==> config.mk <==
export PLATFORM = sky130hd
export DESIGN_NAME = rv_control_fsm
export DESIGN_NICKNAME = d
export VERILOG_FILES = /design/src/rtl/rv_pkg.sv /design/src/rtl/rv_control_fsm_legal_check.sv /design/src/rtl/rv_control_fsm.sv
export SDC_FILE = /design/constraint.sdc
export NUM_CORES = 1
export LEC_CHECK = 0
export BUFFER_PORTS_ARGS = -buffer_cell sky130_fd_sc_hd__buf_2
export CELL_PAD_IN_SITES_DETAIL_PLACEMENT = 0
export CELL_PAD_IN_SITES_GLOBAL_PLACEMENT = 1
export CORE_MARGIN = 2
export CORE_UTILIZATION = 30
export DETAILED_ROUTE_END_ITERATION = 12
export PLACE_DENSITY_LB_ADDON = 0.1
export SLEW_MARGIN = 40
export SYNTH_ARGS = -nofsm -noshare
export SYNTH_HDL_FRONTEND = slang
export SYNTH_SLANG_ARGS = --single-unit
export TNS_END_PERCENT = 10
==> constraint.sdc <==
create_clock -name clk -period 2.86 [get_ports clk]
set_input_delay 0.858 -clock clk [delete_from_list [all_inputs] [get_ports clk]]
set_output_delay 0.858 -clock clk [all_outputs]
set_load 0.01 [all_outputs]
==> src/rtl/rv_pkg.sv <==
// Shared encodings for the RV32I multi-cycle control sequencer.
package rv_pkg;

    // Major opcodes (IR[6:0]).
    localparam logic [6:0] OPC_LOAD   = 7'b0000011;
    localparam logic [6:0] OPC_FENCE  = 7'b0001111;
    localparam logic [6:0] OPC_OP_IMM = 7'b0010011;
    localparam logic [6:0] OPC_AUIPC  = 7'b0010111;
    localparam logic [6:0] OPC_STORE  = 7'b0100011;
    localparam logic [6:0] OPC_OP     = 7'b0110011;
    localparam logic [6:0] OPC_LUI    = 7'b0110111;
    localparam logic [6:0] OPC_BRANCH = 7'b1100011;
    localparam logic [6:0] OPC_JALR   = 7'b1100111;
    localparam logic [6:0] OPC_JAL    = 7'b1101111;
    localparam logic [6:0] OPC_SYSTEM = 7'b1110011;

    localparam logic [6:0] FUNCT7_BASE = 7'h00;
    localparam logic [6:0] FUNCT7_ALT  = 7'h20;

    typedef enum logic [3:0] {
        ALU_ADD  = 4'd0,
        ALU_SUB  = 4'd1,
        ALU_SLL  = 4'd2,
        ALU_SLT  = 4'd3,
        ALU_SLTU = 4'd4,
        ALU_XOR  = 4'd5,
        ALU_SRL  = 4'd6,
        ALU_SRA  = 4'd7,
        ALU_OR   = 4'd8,
        ALU_AND  = 4'd9
    } alu_op_e;

    typedef enum logic [2:0] {
        IMM_I = 3'd0,
        IMM_S = 3'd1,
        IMM_B = 3'd2,
        IMM_U = 3'd3,
        IMM_J = 3'd4
    } imm_sel_e;

    typedef enum logic [1:0] {
        PC_PLUS4 = 2'd0,
        PC_IMM   = 2'd1,
        PC_ALU   = 2'd2,
        PC_TRAP  = 2'd3
    } pc_sel_e;

    typedef enum logic [1:0] {
        WB_ALU = 2'd0,
        WB_MEM = 2'd1,
        WB_PC4 = 2'd2,
        WB_IMM = 2'd3
    } wb_sel_e;

    typedef enum logic [1:0] {
        CAUSE_NONE    = 2'd0,
        CAUSE_ILLEGAL = 2'd1,
        CAUSE_BUS_ERR = 2'd2,
        CAUSE_TIMEOUT = 2'd3
    } trap_cause_e;

    typedef enum logic [2:0] {
        ST_RESET   = 3'd0,
        ST_FETCH   = 3'd1,
        ST_DECODE  = 3'd2,
        ST_EXECUTE = 3'd3,
        ST_MEM     = 3'd4,
        ST_TRAP    = 3'd5
    } state_e;

    // Register/immediate arithmetic: alt selects SUB (OP only) or SRA.
    function automatic alu_op_e alu_from_funct(input logic [2:0] funct3, input logic alt);
        alu_op_e op;
        case (funct3)
            3'b000:  op = alt ? ALU_SUB : ALU_ADD;
            3'b001:  op = ALU_SLL;
            3'b010:  op = ALU_SLT;
            3'b011:  op = ALU_SLTU;
            3'b100:  op = ALU_XOR;
            3'b101:  op = alt ? ALU_SRA : ALU_SRL;
            3'b110:  op = ALU_OR;
            default: op = ALU_AND;
        endcase
        return op;
    endfunction

    // Branch compares: EQ/NE use the subtract-zero path, signed and
    // unsigned magnitude compares use the set-less-than paths.
    function automatic alu_op_e alu_from_branch(input logic [2:0] funct3);
        alu_op_e op;
        case (funct3[2:1])
            2'b10:   op = ALU_SLT;
            2'b11:   op = ALU_SLTU;
            default: op = ALU_SUB;
        endcase
        return op;
    endfunction

endpackage

==> src/rtl/rv_control_fsm_legal_check.sv <==
// Combinational legality decode of an RV32I instruction word's
// opcode/funct3/funct7 fields.
module rv_legal_check
    import rv_pkg::*;
(
    input  logic [6:0] opcode,
    input  logic [2:0] funct3,
    input  logic [6:0] funct7,
    output logic       legal
);

    // Classify the encoding; anything not listed (incl. SYSTEM) is illegal.
    always_comb begin
        legal = 1'b0;
        case (opcode)
            OPC_LUI, OPC_AUIPC, OPC_JAL, OPC_FENCE: begin
                legal = 1'b1;
            end
            OPC_JALR: begin
                legal = (funct3 == 3'b000);
            end
            OPC_BRANCH: begin
                legal = (funct3 != 3'b010) && (funct3 != 3'b011);
            end
            OPC_LOAD: begin
                legal = (funct3 != 3'b011) && (funct3 != 3'b110) && (funct3 != 3'b111);
            end
            OPC_STORE: begin
                legal = (funct3 <= 3'b010);
            end
            OPC_OP_IMM: begin
                if (funct3 == 3'b001) begin
                    legal = (funct7 == FUNCT7_BASE);
                end else if (funct3 == 3'b101) begin
                    legal = (funct7 == FUNCT7_BASE) || (funct7 == FUNCT7_ALT);
                end else begin
                    legal = 1'b1;
                end
            end
            OPC_OP: begin
                if (funct7 == FUNCT7_BASE) begin
                    legal = 1'b1;
                end else if (funct7 == FUNCT7_ALT) begin
                    legal = (funct3 == 3'b000) || (funct3 == 3'b101);
                end else begin
                    legal = 1'b0;
                end
            end
            default: begin
                legal = 1'b0;
            end
        endcase
    end

endmodule

==> src/rtl/rv_control_fsm.sv <==
// Multi-cycle RV32I control sequencer: FETCH -> DECODE -> EXECUTE [-> MEM],
// with illegal-instruction, bus-error and bus-timeout traps.
module rv_control_fsm
    import rv_pkg::*;
#(
    parameter int unsigned BUS_TIMEOUT = 255
)
(
    input  logic       clk,
    input  logic       rst_n,
    input  logic [6:0] opcode,
    input  logic [2:0] funct3,
    input  logic [6:0] funct7,
    input  logic       branch_taken,
    input  logic       bus_ack,
    input  logic       bus_err,
    output logic       ir_we,
    output logic       pc_we,
    output logic [1:0] pc_sel,
    output logic       alu_a_sel,
    output logic       alu_b_sel,
    output logic [2:0] imm_sel,
    output logic [3:0] alu_op,
    output logic       bus_req,
    output logic       bus_we,
    output logic       bus_addr_sel,
    output logic       rf_we,
    output logic [1:0] wb_sel,
    output logic       trap,
    output logic [1:0] trap_cause,
    output logic       instret
);

    localparam int CNT_W = 16;
    // The counter holds the number of already-elapsed wait cycles, so the
    // BUS_TIMEOUT-th cycle of an unanswered request is the last one.
    localparam logic [CNT_W-1:0] CNT_LAST = CNT_W'(BUS_TIMEOUT - 1);

    state_e            state_reg;
    state_e            state_next;
    trap_cause_e       cause_reg;
    trap_cause_e       cause_next;
    logic [CNT_W-1:0]  wait_cnt_reg;
    logic              legal;
    logic              bus_state;
    logic              timeout;
    logic              is_load;
    logic              is_store;

    rv_legal_check u_legal (
        .opcode (opcode),
        .funct3 (funct3),
        .funct7 (funct7),
        .legal  (legal)
    );

    assign bus_state  = (state_reg == ST_FETCH) || (state_reg == ST_MEM);
    assign timeout    = bus_state && !bus_ack && !bus_err && (wait_cnt_reg == CNT_LAST);
    assign is_load    = (opcode == OPC_LOAD);
    assign is_store   = (opcode == OPC_STORE);
    assign trap_cause = cause_reg;

    // State register; reset forces RESET asynchronously.
    always_ff @(posedge clk or negedge rst_n) begin
        if (!rst_n) begin
            state_reg <= ST_RESET;
        end else begin
            state_reg <= state_next;
        end
    end

    // Bus wait counter: restarts whenever a bus state is entered or left.
    always_ff @(posedge clk or negedge rst_n) begin
        if (!rst_n) begin
            wait_cnt_reg <= '0;
        end else if (bus_state && (state_next == state_reg)) begin
            wait_cnt_reg <= wait_cnt_reg + 1'b1;
        end else begin
            wait_cnt_reg <= '0;
        end
    end

    // Trap cause is captured on trap entry and held until the next trap.
    always_ff @(posedge clk or negedge rst_n) begin
        if (!rst_n) begin
            cause_reg <= CAUSE_NONE;
        end else begin
            cause_reg <= cause_next;
        end
    end

    // Next-state and datapath control decode.
    always_comb begin
        state_next   = state_reg;
        cause_next   = cause_reg;
        ir_we        = 1'b0;
        pc_we        = 1'b0;
        pc_sel       = PC_PLUS4;
        alu_a_sel    = 1'b0;
        alu_b_sel    = 1'b0;
        imm_sel      = IMM_I;
        alu_op       = ALU_ADD;
        bus_req      = 1'b0;
        bus_we       = 1'b0;
        bus_addr_sel = 1'b0;
        rf_we        = 1'b0;
        wb_sel       = WB_ALU;
        trap         = 1'b0;
        instret      = 1'b0;

        case (state_reg)
            ST_RESET: begin
                state_next = ST_FETCH;
            end

            ST_FETCH: begin
                bus_req = 1'b1;
                if (bus_err) begin
                    state_next = ST_TRAP;
                    cause_next = CAUSE_BUS_ERR;
                end else if (bus_ack) begin
                    ir_we      = 1'b1;
                    state_next = ST_DECODE;
                end else if (timeout) begin
                    state_next = ST_TRAP;
                    cause_next = CAUSE_TIMEOUT;
                end
            end

            ST_DECODE: begin
                // Register file is read this cycle; only legality steers.
                if (legal) begin
                    state_next = ST_EXECUTE;
                end else begin
                    state_next = ST_TRAP;
                    cause_next = CAUSE_ILLEGAL;
                end
            end

            ST_EXECUTE: begin
                state_next = ST_FETCH;
                case (opcode)
                    OPC_OP: begin
                        alu_op  = alu_from_funct(funct3, funct7[5]);
                        rf_we   = 1'b1;
                        pc_we   = 1'b1;
                        instret = 1'b1;
                    end
                    OPC_OP_IMM: begin
                        // funct7[5] only means SRA for the right shift; for
                        // funct3 000 those bits belong to the immediate.
                        alu_op    = alu_from_funct(funct3, (funct3 == 3'b101) && funct7[5]);
                        alu_b_sel = 1'b1;
                        imm_sel   = IMM_I;
                        rf_we     = 1'b1;
                        pc_we     = 1'b1;
                        instret   = 1'b1;
                    end
                    OPC_LUI: begin
                        imm_sel = IMM_U;
                        wb_sel  = WB_IMM;
                        rf_we   = 1'b1;
                        pc_we   = 1'b1;
                        instret = 1'b1;
                    end
                    OPC_AUIPC: begin
                        alu_a_sel = 1'b1;
                        alu_b_sel = 1'b1;
                        imm_sel   = IMM_U;
                        rf_we     = 1'b1;
                        pc_we     = 1'b1;
                        instret   = 1'b1;
                    end
                    OPC_JAL: begin
                        imm_sel = IMM_J;
                        wb_sel  = WB_PC4;
                        pc_sel  = PC_IMM;
                        rf_we   = 1'b1;
                        pc_we   = 1'b1;
                        instret = 1'b1;
                    end
                    OPC_JALR: begin
                        alu_b_sel = 1'b1;
                        imm_sel   = IMM_I;
                        alu_op    = ALU_ADD;
                        wb_sel    = WB_PC4;
                        pc_sel    = PC_ALU;
                        rf_we     = 1'b1;
                        pc_we     = 1'b1;
                        instret   = 1'b1;
                    end
                    OPC_BRANCH: begin
                        imm_sel = IMM_B;
                        alu_op  = alu_from_branch(funct3);
                        pc_sel  = branch_taken ? PC_IMM : PC_PLUS4;
                        pc_we   = 1'b1;
                        instret = 1'b1;
                    end
                    OPC_FENCE: begin
                        pc_we   = 1'b1;
                        instret = 1'b1;
                    end
                    OPC_LOAD, OPC_STORE: begin
                        alu_b_sel  = 1'b1;
                        imm_sel    = is_store ? IMM_S : IMM_I;
                        alu_op     = ALU_ADD;
                        state_next = ST_MEM;
                    end
                    default: begin
                        // Unreachable behind the legality check; trap rather
                        // than retire if the IR ever changes underneath us.
                        state_next = ST_TRAP;
                        cause_next = CAUSE_ILLEGAL;
                    end
                endcase
            end

            ST_MEM: begin
                // Keep the address computation stable for the whole access.
                bus_req      = 1'b1;
                bus_addr_sel = 1'b1;
                bus_we       = is_store;
                alu_b_sel    = 1'b1;
                imm_sel      = is_store ? IMM_S : IMM_I;
                alu_op       = ALU_ADD;
                if (bus_err) begin
                    state_next = ST_TRAP;
                    cause_next = CAUSE_BUS_ERR;
                end else if (bus_ack) begin
                    rf_we      = is_load;
                    wb_sel     = is_load ? WB_MEM : WB_ALU;
                    pc_we      = 1'b1;
                    instret    = 1'b1;
                    state_next = ST_FETCH;
                end else if (timeout) begin
                    state_next = ST_TRAP;
                    cause_next = CAUSE_TIMEOUT;
                end
            end

            ST_TRAP: begin
                pc_we      = 1'b1;
                pc_sel     = PC_TRAP;
                trap       = 1'b1;
                state_next = ST_FETCH;
            end

            default: begin
                state_next = ST_RESET;
            end
        endcase
    end

endmodule

==> reports/metrics.cfg, run 1 <==
[status]
status=finished with violations
violations=negative setup slack

[timing]
period_needed_ps=2920
finalSetupViolCount=4
fin_ws_ps=-61.0
skew_ps=2.08
slew_violations=0
clock.fmax_mhz=342
setup_tns_ps=-111
hold_viol_final=0
rsz0062_at_grt=true
holdWs_ps=491
slew_headroom_pct=56.7
tightest_slew_ps=644
period_share_pct=102

[synth]
ys_types=56
postSynthNetCount=247
synth_warnings=0
dominantRegCellSynth=dfrtp_1
synth_edf_count=0
synthTopCellsByArea=dfrtp_1 29%, nor2_1 6.2%, nand2_1 4.7%
synth_top_area_cell=dfrtp_1
async_reset_ff_share_pct=100
ys_ff_latch=21
ys_seq_area_share_pct=28.7
netlist_area_um2=1830
synth_top_area_share_pct=28.7
syn_avg_cell_area_um2=8.20
synth_cells=223

[floorplanning]
rows=28
initial_core_util_pct=30.9
die_h_um=82.1
coreArea_um2=5920
dieArea_um2=6730
die_w_um=82.1
io_pins=45

[detailed_routing]
wl_per_cell_um=13.9
drtIter0Drc=52
wirelength_mm=5.17
vias_per_cell=4.98
num_vias=1853
first_pass_iters=4
drtAntennaViolNets=0
remaining_drc_errors=0

[power]
peakVddDrop_mv=0.291
p_per_area_nw_per_um2=469
p_leak_uw=0.00107

[clocking]
cts_num_sinks=21
clockBufferDepth=2
clk_latency_ps=250
cts-root-buf=clkbuf_8
cts_tree=yes
cts_buffers=3
clkTransAtPathRegs_ps=70
cts_htree_levels=1

[final_layout]
drive_above_1_share_pct=36.7
nNetsFinal=322
antennaDiodeCount=0
final_cells=372
syn_to_final_growth_pct=35.7
mostFrequentLayoutCell=buf_2
fill_cells=623
largest_reg_flops=16
most-common-layout-cells=41 x buf_2, 33 x buf_4, 29 x nor2_1

[placed_design]
io_buffers=44
placedCellCount=367
gp_congestion=0.787
hpwl_mm=4.15
pre_cts_ws_ps=-113

[setup_path]
arrival_ps=2060
slowest_stage=or4_1
cp.required_ps=2000
worstSetupStartpointType=input port
cpPeakStageDelay_ps=520
r2r-start=wait_cnt_reg[0]
cp_common_cell=buf_2
r2r_cells=9
r2r_slack_ps=790
path_class=input port to output pin
path_delay_family=simple AND/OR/NAND/NOR gates
rr_endpoint=wait_cnt_reg[6]
path_cells=buf_2 > buf_4 > nand4bb_4 > or4_1 > a21oi_1 > buf_2
crit_buf_inv=3
cp_max_fo=4
critPathCaptureType=output pin

[flow_run]
cap_violations=0

[grt]
grt_max_degree=22
grt_pass1_vias=1780
grt_usage_pct=16.5
antenna_found_initial=0
grt_pass1_wl_mm=8.63
grt_overflow=0

[worst_hold_path]
min_path_cells=1
hold_end=wait_cnt_reg[0]
hp-class=register to register
hold_start=wait_cnt_reg[0]

-- per-stage QoR --
step	utilization [%]	power, µW	area, µm²
floorplan	-	764	1830
global placement	39.7	980	2350
detailed placement	39.7	973	2350
CTS	41.5	1170	2460
global route	41.9	1260	2480
finish	41.9	1160	2480
-- worst register-to-register path, delay by kind of cell (launching register included) --
family                   cells  cell delay [ps]
AO/OA/AOI/OAI                1              110
adder cells (fa/ha/maj)      1              210
buffers and inverters        2              250
AND/OR/NAND/NOR              5             1050
flip-flops                   1              410
-- layout make-up --
class | count | area (µm²) | share of cell area (%)
Multi-Input combinational cell | 182 | 1260 | 50.6
Sequential cell | 21 | 526 | 21.2
Timing Repair Buffer | 78 | 514 | 20.7
Inverter | 12 | 45.0 | 1.82
Clock buffer | 3 | 41.3 | 1.66
Tap cell | 75 | 93.8 | 3.78
Clock inverter | 1 | 5.00 | 0.202
-- worst max path at each step --
| stage | depth (start not counted) | from | end |
|---|---|---|---|
| 2_1_floorplan | 6 | opcode[3] | alu_op[2] |
| 3_3_place_gp | 7 | opcode[2] | wb_sel[0] |
| 3_5_place_dp | 9 | opcode[2] | alu_op[1] |
| 4_1_cts | 9 | opcode[2] | alu_op[1] |
| 5_1_grt | 6 | opcode[1] | alu_op[2] |
| 6_report | 6 | opcode[1] | alu_op[2] |
-- per-layer routing --
metal	part of all wire (%)	up-vias	track usage [%]
li1	-	946	-
met1	49	871	22.5
met4	0.48	0	3.00
met5	0	-	0
met2	48	34	28.7
met3	2.9	2	1.43
-- power by group --
group	leakage, µW	internal, µW	switching, µW
logic	0.000763	253	344
clock network	0.0000255	96.8	93.2
registers	0.000283	336	41.2
total	0.00107	686	478
-- timing repair --
item / 4_1_cts / 5_1_grt
setup buffers: 1 / 0
hold buffers: 0 / 0
pin swaps: 6 / 3
resized for setup: 12 / 6
gates cloned: 0 / 0
endpoints found under the setup margin: 8 / 12
-- cells by family after synthesis --
group | synth area share, %
fa+ha+maj | 1.37
simple gates | 38.1
flops | 28.7
compound gates | 19.9
buf+inv | 5.20
xor+xnor | 6.71
-- cells in the mapped netlist, types with 4 or more instances --
library cell   n
a21oi_1       12
clkbuf_1       5
dfrtp_1       21
inv_1         12
nand2_1       23
nand2b_1       6
nand3_1        6
nand4_1        6
nor2_1        30
nor2_4         7
nor2b_1        6
o21ai_0        9
or3_1          4
xnor2_1        7
xor2_1         7
Note: power is estimated with default switching activity, not from simulation.
==> run 2: changes to the inputs <==
- PLACE_DENSITY: unset -> 0.62
- PLACE_DENSITY_LB_ADDON: 0.1 -> unset
- SKIP_CTS_REPAIR_TIMING: unset -> 1
==> run 2 against run 1 <==
- the flow still finishes with violations (negative setup slack)
- via count grew 1.1%
- register-to-register slack better by 30 ps
- sequential cell count stayed put
- clock power rose by 3%
- combinational power increased by 2%
- sequential share of layout area fell by 0.14 points
- non-clock buffer count unchanged
- die area is the same
- utilization increased by 0.27 points
- total power increased by 1.8%
- critical path type unchanged
- critical endpoint is now wb_sel[0]
- largest power group unchanged
==> reports/metrics.cfg, run 2 (synthesized netlist as in run 1, its figures left out) <==
[status]
status=finished with violations
violations=negative setup slack

[clocking]
clk_latency_ps=260
cts-root-buf=clkbuf_8
cts_htree_levels=1
cts_tree=yes
cts_buffers=3
cts_num_sinks=21
clockBufferDepth=2
clkTransAtPathRegs_ps=80

[timing]
clock.fmax_mhz=342
holdWs_ps=487
rsz0062_at_grt=true
slew_violations=0
period_needed_ps=2930
setup_tns_ps=-175
period_share_pct=102
tightest_slew_ps=689
skew_ps=9.53
slew_headroom_pct=53.7
hold_viol_final=0
fin_ws_ps=-68.1
finalSetupViolCount=5

[final_layout]
multi_input_area_um2=1280
seqCellArea_um2=526
antennaDiodeCount=0
largest_reg_flops=16
nNetsFinal=322
mostFrequentLayoutCell=buf_2
drive_above_1_share_pct=38.4
fin_area_um2=2500
fill_cells=635
most-common-layout-cells=41 x buf_2, 33 x buf_4, 29 x nor2_1
syn_to_final_growth_pct=36.6

[detailed_routing]
vias_per_cell=5.04
drtAntennaViolNets=0
num_vias=1874
first_pass_iters=4
drtIter0Drc=93
wl_per_cell_um=14.2
remaining_drc_errors=0
wirelength_mm=5.27

[floorplanning]
dieArea_um2=6730
die_w_um=82.1
rows=28
die_h_um=82.1
initial_core_util_pct=30.9
io_pins=45
coreArea_um2=5920

[setup_path]
cpPeakStageDelay_ps=370
cp_max_fo=4
slowest_stage=or3_4
critPathCaptureType=output pin
path_class=input port to output pin
worstSetupStartpointType=input port
cp.required_ps=2000
path_cells=buf_8 > nor4bb_4 > buf_4 > nand2_1 > or3_4 > o21ai_1 > buf_2
arrival_ps=2070

[power]
total_power_uw=1190
clockPowerShare_pct=16.5
combPwrFrac_pct=51.3
seqPwrFrac_pct=32.1
p_int_uw=693
p_sw_share_pct=41.5
p_per_area_nw_per_um2=475
p_sw_uw=493
peakVddDrop_mv=0.362
p_leak_uw=0.00108

[placed_design]
hpwl_mm=4.10
pre_cts_ws_ps=-61.9
io_buffers=44
gp_congestion=0.816
placed_cell_area_um2=2360

[grt]
grt_max_degree=22
grt_overflow=0
grt_pass1_vias=1732
antenna_found_initial=0
grt_usage_pct=16.0
grt_pass1_wl_mm=8.42

[worst_hold_path]
hp-class=register to register

[flow_run]
cap_violations=0

==> run 2: cell counts in the layout (fill, tap and decap cells not counted) <==
Identical to the previous run, type by type.
==> run 2: layer usage <==
metal	wire [µm]	share of wire (%)	vias to the layer above	GRT usage, %
met2	2460	47	31	26.3
met5	0	0	-	0
met4	23	0.44	0	2.00
met1	2620	50	892	23.3
met3	170	3.2	4	1.65
li1	-	-	947	-
==> run 2: power groups by stage <==
stage          sequential [µW]  combinational, µW  clock (µW)
5_1_grt                    391                671         222
2_1_floorplan              375                390           0
4_1_cts                    382                599         205
3_5_place_dp               387                596           0
3_3_place_gp               387                598           0
6_report                   381                609         196
==> run 2: area by class of cell <==
class / count / area share (%)
Multi-Input combinational cell: 182 / 51.1
Inverter: 12 / 1.80
Tap cell: 75 / 3.76
Clock buffer: 3 / 1.65
Timing Repair Buffer: 78 / 20.4
Clock inverter: 1 / 0.200
Sequential cell: 21 / 21.0
==> run 2: worst max-delay path: cells and delay by family <==
kind,cells,cell delay [ps]
simple gates,3,710
buf+inv,3,410
compound gates,1,90
==> run 2: worst paths after layout <==
| check | slack (ps) | endpoint | from | depth (start not counted) |
|---|---|---|---|---|
| worst min-delay path | 490 | wait_cnt_reg[0] | wait_cnt_reg[0] | 1 |
| min in group asynchronous | 540 | wait_cnt_reg[12] | rst_n | 1 |
| worst max register to register | 820 | wait_cnt_reg[15] | wait_cnt_reg[0] | 8 |
| worst min register to register | 490 | wait_cnt_reg[0] | wait_cnt_reg[0] | 1 |
| max in group asynchronous | 1980 | trap_cause[1] | rst_n | 1 |
| worst max-delay path | -70 | wb_sel[0] | opcode[2] | 7 |
==> run 2: through the flow <==
stage | cells | utilization [%]
2_1_floorplan | 223 | -
3_3_place_gp | 368 | 39.9
3_5_place_dp | 368 | 39.9
4_1_cts | 372 | 40.6
5_1_grt | 372 | 42.2
6_report | 372 | 42.2
==> run 3: changes to the inputs <==
- CORE_UTILIZATION: 30 -> 39
- PLACE_DENSITY: 0.62 -> 0.78
==> run 3 against run 2 <==
- the flow still finishes with violations (negative setup slack)
- fmax shrank 0.17%
- hold slack gained 13 ps
- largest cell class unchanged
- first-iteration DRC count grew 7.5%
- largest power group unchanged
- clock power barely moved
- sequential power hardly changed
- non-clock buffer count decreased by 6
- worst setup slack lost 4.9 ps
- sequential share of layout area increased by 0.70 points
- cell area is 3.2% lower
- count of clock-buffer cells in the layout stayed put
==> reports/metrics.cfg, run 3 (synthesized netlist as in run 1, its figures left out) <==
[worst_hold_path]
hold_start=wait_cnt_reg[0]
min_path_cells=1
hold_end=wait_cnt_reg[0]
hp-class=register to register

[timing]
tightest_slew_ps=624
slew_headroom_pct=58.0
finalSetupViolCount=7
setup_tns_ps=-318
rsz0062_at_grt=true
fin_ws_ps=-72.9
slew_violations=0
period_needed_ps=2930
skew_ps=2.26
period_share_pct=103
hold_viol_final=0
holdWs_ps=500
clock.fmax_mhz=341

[setup_path]
arrival_ps=2070
r2r_slack_ps=780
cp_max_fo=4
rr_endpoint=wait_cnt_reg[6]
worstSetupStartpointType=input port
r2r_cells=9
path_class=input port to output pin
critPathCaptureType=output pin
cp.required_ps=2000
r2r-start=wait_cnt_reg[0]

[detailed_routing]
wirelength_mm=4.70
vias_per_cell=5.44
first_pass_iters=4
drtAntennaViolNets=0
wl_per_cell_um=13.7
num_vias=1865
remaining_drc_errors=0
drtIter0Drc=100

[final_layout]
most-common-layout-cells=41 x buf_2, 30 x nor2_1, 27 x buf_4
drive_above_1_share_pct=35.7
final_cells=343
seqCellArea_um2=526
multi_input_area_um2=1270
fill_cells=434
syn_to_final_growth_pct=32.2
mostFrequentLayoutCell=buf_2
antennaDiodeCount=0
nNetsFinal=316
largest_reg_flops=16

[placed_design]
hpwl_mm=3.73
placedCellCount=339
io_buffers=44
gp_congestion=0.835

[floorplanning]
coreArea_um2=4440
initial_core_util_pct=41.1
io_pins=45
dieArea_um2=5250
rows=24
die_h_um=72.5
die_w_um=72.5

[power]
total_power_uw=1150
p_leak_uw=0.00106
peakVddDrop_mv=0.244
p_per_area_nw_per_um2=478

[clocking]
clockBufferDepth=2
cts_buffers=3
cts_num_sinks=21
cts-root-buf=clkbuf_8
clkTransAtPathRegs_ps=70
cts_htree_levels=1
cts_tree=yes
clk_latency_ps=260

[grt]
antenna_found_initial=0
grt_pass1_vias=1781
grt_overflow=0
grt_usage_pct=18.7
grt_pass1_wl_mm=8.02
grt_max_degree=22

[status]
status=finished with violations
violations=negative setup slack

[flow_run]
cap_violations=0

-- run 3: changes by cell type in the layout (fill, tap and decap cells not counted), sizes merged --
cell  delta
buf      -6
-- run 3: metrics by stage --
step | area [µm²] | setup WS, ps | util (%)
after CTS | 2330 | -146 | 52.5
after global placement | 2290 | -76.7 | 51.4
after floorplan | 1830 | 87.9 | -
final | 2420 | -72.9 | 54.4
after detailed placement | 2290 | -145 | 51.4
after global routing | 2420 | -146 | 54.4
-- run 3: area by class of cell --
type	count	area share, %
Inverter	12	1.86
Timing Repair Buffer	72	19.3
Multi-Input combinational cell	182	52.5
Clock inverter	1	0.207
Clock buffer	3	1.71
Tap cell	52	2.69
Sequential cell	21	21.7
-- run 3: metal layers --
layer	part of all wire, %	global-route usage [%]
met3	3.1	1.39
met5	0	0
met1	48	25.9
met4	0.34	4.32
met2	49	32.1
-- run 3: worst max-delay path by stage --
stage / slack (ps) / end / cells past startpoint / startpoint
floorplan: 90 / alu_op[2] / 6 / opcode[3]
global placement: -80 / wb_sel[0] / 7 / opcode[3]
detailed placement: -150 / imm_sel[1] / 8 / opcode[3]
CTS: -150 / imm_sel[1] / 8 / opcode[3]
global route: -150 / wb_sel[0] / 7 / opcode[2]
finish: -70 / wb_sel[0] / 7 / opcode[2]
-- run 3: critical path: stages --
cell and delay [ps]:
buf_8 100, nor4bb_4 300, buf_4 170, nand2_1 60, or3_1 360, o21ai_1 90, buf_2 140
-- run 3: power breakdown --
group / internal, µW / switching (µW)
clock: 97.0 / 96.2
sequential: 336 / 43.5
combinational: 246 / 336
